## src/rtl/i2c_target_regs.sv

```systemverilog
// I2C target exposing a simple 8-bit register pointer interface.
// Bus pins are oversampled on clk; no clock stretching, SCL is never driven.
module i2c_target_regs #(
  parameter logic [6:0]  TARGET_ADDR = 7'h50,
  parameter int unsigned SYNC_STAGES = 2
) (
  input  logic       clk,
  input  logic       reset,
  input  logic       scl_in,
  input  logic       sda_in,
  output logic       sda_oe,
  output logic [7:0] reg_addr,
  output logic [7:0] reg_wdata,
  output logic       reg_wr,
  input  logic [7:0] reg_rdata,
  output logic       busy
);

  // Fewer than two synchronizer stages is never safe, so clamp.
  localparam int unsigned SYNC_N = (SYNC_STAGES < 2) ? 2 : SYNC_STAGES;

  typedef enum logic [2:0] {
    S_IDLE, S_ADDR, S_ADDR_ACK, S_WR_BYTE, S_WR_ACK, S_RD_BYTE, S_RD_ACK
  } state_t;

  logic [SYNC_N-1:0] r_scl_sync, r_sda_sync;
  logic              r_scl_d, r_sda_d;
  logic              w_scl, w_sda, w_scl_rise, w_scl_fall, w_start, w_stop;

  state_t     r_state, n_state;
  logic [7:0] r_shift, n_shift;
  logic [3:0] r_bitcnt, n_bitcnt;
  logic       r_sda_oe, n_sda_oe;
  logic       r_busy, n_busy;
  logic [7:0] r_ptr, n_ptr;
  logic [7:0] r_wdata, n_wdata;
  logic       r_wr, n_wr;
  logic       r_inc, n_inc;
  logic       r_rw, n_rw;
  logic       r_first, n_first;

  // Input synchronizers plus one delay flop for edge detection.
  always_ff @(posedge clk) begin
    if (reset) begin
      r_scl_sync <= '1;
      r_sda_sync <= '1;
      r_scl_d    <= 1'b1;
      r_sda_d    <= 1'b1;
    end else begin
      r_scl_sync <= {r_scl_sync[SYNC_N-2:0], scl_in};
      r_sda_sync <= {r_sda_sync[SYNC_N-2:0], sda_in};
      r_scl_d    <= w_scl;
      r_sda_d    <= w_sda;
    end
  end

  assign w_scl      = r_scl_sync[SYNC_N-1];
  assign w_sda      = r_sda_sync[SYNC_N-1];
  assign w_scl_rise = w_scl & ~r_scl_d;
  assign w_scl_fall = ~w_scl & r_scl_d;
  assign w_start    = w_scl & r_sda_d & ~w_sda;
  assign w_stop     = w_scl & ~r_sda_d & w_sda;

  // Protocol state and datapath registers.
  always_ff @(posedge clk) begin
    if (reset) begin
      r_state  <= S_IDLE;
      r_shift  <= '0;
      r_bitcnt <= '0;
      r_sda_oe <= 1'b0;
      r_busy   <= 1'b0;
      r_ptr    <= '0;
      r_wdata  <= '0;
      r_wr     <= 1'b0;
      r_inc    <= 1'b0;
      r_rw     <= 1'b0;
      r_first  <= 1'b0;
    end else begin
      r_state  <= n_state;
      r_shift  <= n_shift;
      r_bitcnt <= n_bitcnt;
      r_sda_oe <= n_sda_oe;
      r_busy   <= n_busy;
      r_ptr    <= n_ptr;
      r_wdata  <= n_wdata;
      r_wr     <= n_wr;
      r_inc    <= n_inc;
      r_rw     <= n_rw;
      r_first  <= n_first;
    end
  end

  // Next-state and output decode; START/STOP override any bus-bit activity.
  always_comb begin
    n_state  = r_state;
    n_shift  = r_shift;
    n_bitcnt = r_bitcnt;
    n_sda_oe = r_sda_oe;
    n_busy   = r_busy;
    n_ptr    = r_ptr;
    n_wdata  = r_wdata;
    n_wr     = 1'b0;
    n_inc    = 1'b0;
    n_rw     = r_rw;
    n_first  = r_first;

    // Pointer advances the clock after the write strobe so reg_addr is
    // stable for the whole strobe.
    if (r_inc) n_ptr = r_ptr + 8'd1;

    if (w_start) begin
      n_state  = S_ADDR;
      n_bitcnt = '0;
      n_sda_oe = 1'b0;
      n_busy   = 1'b0;
    end else if (w_stop) begin
      n_state  = S_IDLE;
      n_sda_oe = 1'b0;
      n_busy   = 1'b0;
    end else begin
      case (r_state)
        S_ADDR, S_WR_BYTE: begin
          if (w_scl_rise && r_bitcnt != 4'd8) begin
            n_shift  = {r_shift[6:0], w_sda};
            n_bitcnt = r_bitcnt + 4'd1;
          end else if (w_scl_fall && r_bitcnt == 4'd8) begin
            if (r_state == S_ADDR) begin
              if (r_shift[7:1] == TARGET_ADDR) begin
                n_sda_oe = 1'b1;
                n_busy   = 1'b1;
                n_rw     = r_shift[0];
                n_state  = S_ADDR_ACK;
              end else begin
                n_state = S_IDLE;
              end
            end else begin
              n_sda_oe = 1'b1;
              n_state  = S_WR_ACK;
              if (r_first) begin
                n_ptr = r_shift;
              end else begin
                n_wr    = 1'b1;
                n_wdata = r_shift;
                n_inc   = 1'b1;
              end
            end
          end
        end
        S_ADDR_ACK: begin
          if (w_scl_fall) begin
            n_bitcnt = '0;
            if (r_rw) begin
              n_shift  = reg_rdata;
              n_sda_oe = ~reg_rdata[7];
              n_state  = S_RD_BYTE;
            end else begin
              n_sda_oe = 1'b0;
              n_first  = 1'b1;
              n_state  = S_WR_BYTE;
            end
          end
        end
        S_WR_ACK: begin
          if (w_scl_fall) begin
            n_sda_oe = 1'b0;
            n_first  = 1'b0;
            n_bitcnt = '0;
            n_state  = S_WR_BYTE;
          end
        end
        S_RD_BYTE: begin
          if (w_scl_rise && r_bitcnt != 4'd8) begin
            n_bitcnt = r_bitcnt + 4'd1;
          end else if (w_scl_fall) begin
            if (r_bitcnt == 4'd8) begin
              n_sda_oe = 1'b0;
              n_state  = S_RD_ACK;
            end else begin
              n_sda_oe = ~r_shift[6];
              n_shift  = {r_shift[6:0], 1'b0};
            end
          end
        end
        S_RD_ACK: begin
          if (w_scl_rise) begin
            if (w_sda) begin
              n_state = S_IDLE;
              n_busy  = 1'b0;
            end else begin
              n_ptr = r_ptr + 8'd1;
            end
          end else if (w_scl_fall) begin
            n_shift  = reg_rdata;
            n_sda_oe = ~reg_rdata[7];
            n_bitcnt = '0;
            n_state  = S_RD_BYTE;
          end
        end
        default: ;
      endcase
    end
  end

  assign sda_oe    = r_sda_oe;
  assign busy      = r_busy;
  assign reg_addr  = r_ptr;
  assign reg_wdata = r_wdata;
  assign reg_wr    = r_wr;

endmodule

```

## config.mk

```make
export PLATFORM = sky130hd
export DESIGN_NAME = i2c_target_regs
export DESIGN_NICKNAME = d
export VERILOG_FILES = /design/src/rtl/i2c_target_regs.sv
export SDC_FILE = /design/constraint.sdc
export NUM_CORES = 1
export LEC_CHECK = 0
export CORE_MARGIN = 5
export CORE_UTILIZATION = 55
export CTS_CLUSTER_DIAMETER = 50
export DETAILED_ROUTE_END_ITERATION = 8
export PLACE_DENSITY_LB_ADDON = 0.12
export REMOVE_ABC_BUFFERS = 1
export SLEW_MARGIN = 0
export SYNTH_ARGS = -nofsm -noshare
export SYNTH_HDL_FRONTEND = slang
export SYNTH_SLANG_ARGS = --single-unit
```

## constraint.sdc

```tcl
create_clock -name clk -period 2.45 [get_ports clk]
set_input_delay 0.49 -clock clk [delete_from_list [all_inputs] [get_ports clk]]
set_output_delay 0.49 -clock clk [all_outputs]
set_load 0.03 [all_outputs]
```

==> flow_summary.yaml <==
setup_path:
  cp.depth: 1
  cp_max_fo: 11
  worstPathArrival_ns: 1.60
  crit_path_start: "reg_addr[3]$_SDFF_PP0_"
  crit_required_ns: 1.96
  cp-endpoint: "reg_addr[3]"
  r2r_setup_slack_ns: 0.36
  path_class: "reg -> out"
  cp-start-kind: "flip-flop"
  critPathMaxStageDelay_ns: 0.74
  crit_chain: "clkdlybuf4s50_1"
  crit_buf_inv: 1
  crit_family: "buffers and inverters"
  cp-end-kind: "output port"
  regToRegEndpoint: "r_state[0]$_SDFFE_PP0P_"
  worstReg2RegStart: "r_scl_sync[1]$_SDFF_PP1_"
  reg2reg_depth: 7
  cp_slowest_cell: "clkdlybuf4s50_1"
detailed_routing:
  post_drt_wl_per_cell_um: 15.23
  first_pass_iters: 4
  vias: 2204
  vias_per_cell: 5.909
  drc: 0
  drt-initial-drc-count: 164
  ant_nets: 0
  wl_mm: 5.680
final_layout:
  fill_cells: 378
  antenna_cells: 0
  fin_area_mm2: 0.002915
  seq_area_um2: 840.8
  nets: 337
  multi_input_area_mm2: 0.001430
  drive_above_1_share: 0.1090
  area.growth.synth_to_final_pct: 19.49
  instances_no_fill: 373
power:
  p_total_w: 0.001337
  leakage_nw: 1.041
  pwr_density_cell_mw_per_mm2: 458.8
  ir_drop_mv: 0.3731
timing:
  tightest_slew_ns: 0.5625
  setup-violations-final: 0
  tns_ns: 0
  rsz0062_at_grt: "false"
  relSlewSlack: 0.6239
  clock.fmax_mhz: 479.2
  period_share: 0.8517
  hold_viol_final: 0
  report.final.slew_viol_count: 0
  fin_skew_ns: 0.01064
  finalCriticalPeriod_ns: 2.087
  timing.hold.ws_ns: 0.4141
placement:
  hpwl_mm: 4.172
  placedInstanceArea_mm2: 0.002775
  placed_cells: 362
  io_buffer_count: 30
  routabilityCongestion: 0.8874
synth:
  synth_edf_count: 0
  syn_area_mm2: 0.002440
  synth-seq-area-share: 0.3446
  synth_top_area_frac: 0.3446
  ys_types: 50
  synth_seq_cells: 42
  synth_warnings: 0
  synth_flop_cell: "dfxtp_1"
  yosysTopAreaCell: "dfxtp_1"
  synth.avg_cell_area_um2: 8.472
  async_flop_share: 0
  syn-instance-count: 288
  ys_top_cells_by_area: "dfxtp_1, mux2i_1, a21oi_1"
global_routing:
  grt_start_max_net_pins: 29
  grt_pass1_wl_mm: 9.715
  grt-ovfl-total: 0
  grt_pass1_vias: 2033
  antenna_found_initial: 0
  track_usage: 0.1965
min_path:
  hold_depth: 1
  hold_class: "reg -> reg"
clock_tree:
  clock_path_buffers: 2
  root_buffer: "clkbuf_8"
  cts_tree: "yes"
  cts_resized: 0
  numCtsBuffers: 5
  htreeDepth: 2
  path_clk_slew_ns: 0.09
  clock-sinks: 42
  insertion_delay_ns: 0.30
floorplanning:
  initial_utilization: 0.5642
  die-area_mm2: 0.005868
  core_mm2: 0.004324
  die_height_um: 76.61
  io_pins: 31
  dieWidth_um: 76.61
  rows: 24
status:
  outcome: "finished clean"
run:
  cap_viol_max_count: 0
==> cells in the mapped netlist (7+ instances only) <==
master / n
nor2_1: 33
xnor2_1: 8
nand2_1: 10
a21oi_1: 28
xor2_1: 7
clkbuf_1: 11
a22oi_1: 9
o22ai_1: 8
inv_1: 11
nand3_1: 9
dfxtp_1: 42
mux2i_1: 18
o21ai_0: 11
==> stage by stage <==
stage	util	worst slack, ns
floorplan	-	0.3161
global placement	0.6418	0.2358
detailed placement	0.6418	0.08947
CTS	0.6690	0.08006
global route	0.6742	0.1092
finish	0.6742	0.3633
==> state kept, by name (all words and copies together) (netlist names), 2 cells and up <==
| signal | cells |
|---|---|
| r_bitcnt | 4 |
| r_sda_sync | 2 |
| r_shift | 8 |
| reg_wdata | 8 |
| r_state | 3 |
| reg_addr | 8 |
| r_scl_sync | 2 |
==> cells by family after synthesis <==
logic type               share of synthesized area
adder cells (fa/ha/maj)                    0.02564
AO/OA/AOI/OAI                               0.2456
XOR/XNOR                                   0.05385
AND/OR/NAND/NOR                             0.1872
buffers and inverters                      0.06923
multiplexers                               0.07385
flip-flops                                  0.3446
==> worst min-delay path by stage <==
stage	slack, ns	start	endpoint
after floorplan	0.39	r_scl_sync[0]$_SDFF_PP1_	r_scl_sync[1]$_SDFF_PP1_
after global placement	0.39	r_sda_sync[0]$_SDFF_PP1_	r_sda_sync[1]$_SDFF_PP1_
after detailed placement	0.40	r_sda_sync[0]$_SDFF_PP1_	r_sda_sync[1]$_SDFF_PP1_
after CTS	0.42	r_sda_sync[0]$_SDFF_PP1_	r_sda_sync[1]$_SDFF_PP1_
after global routing	0.43	r_scl_sync[0]$_SDFF_PP1_	r_scl_sync[1]$_SDFF_PP1_
final	0.41	r_sda_sync[0]$_SDFF_PP1_	r_sda_sync[1]$_SDFF_PP1_
==> layout make-up <==
cell class	count	area share
Clock buffer	5	0.02361
Clock inverter	3	0.01674
Inverter	11	0.01416
Multi-Input combinational cell	214	0.4906
Sequential cell	42	0.2884
Tap cell	52	0.02232
Timing Repair Buffer	46	0.1442
==> layer usage <==
layer	vias to the layer above	wire, um	global-route usage	part of all wire
met5	-	0	0	0
met4	0	40	0.05594	0.0070
met3	6	363	0.04728	0.064
met2	66	2548	0.3031	0.45
met1	1017	2728	0.2717	0.48
li1	1115	-	-	-
==> repair_timing <==
action                                  in CTS  in global routing
buffers inserted                             0                  3
hold buffers                                 0                  0
endpoints found under the setup margin       0                  8
==> layout by cell type, fill, tap and decap left out, drive strengths merged, types with 2 or more instances in the layout <==
master | synthesis | routed
a21o | 2 | 2
a21oi | 28 | 28
a22oi | 9 | 9
a311oi | 8 | 8
and2 | 2 | 2
and2b | 2 | 2
buf | 10 | 16
clkbuf | 11 | 5
clkdlybuf4s50 | 0 | 30
dfxtp | 42 | 42
ha | 5 | 5
inv | 11 | 12
mux2i | 18 | 18
nand2 | 10 | 10
nand2b | 6 | 6
nand3 | 9 | 9
nand3b | 3 | 3
nand4 | 4 | 4
nand4b | 2 | 2
nor2 | 33 | 33
nor3 | 5 | 5
nor4 | 2 | 2
o211ai | 2 | 2
o21ai | 11 | 11
o221ai | 3 | 3
o22ai | 8 | 8
o31ai | 3 | 3
or2 | 6 | 6
or3 | 2 | 2
xnor2 | 8 | 8
xor2 | 7 | 7
==> power breakdown <==
group,switching [W],leakage (nW),internal [W]
sequential,0.00000472,0.339,0.000686
clock,0.000258,0.0563,0.000311
combinational,0.0000418,0.646,0.0000366
Note: power is estimated with default switching activity, not from simulation.
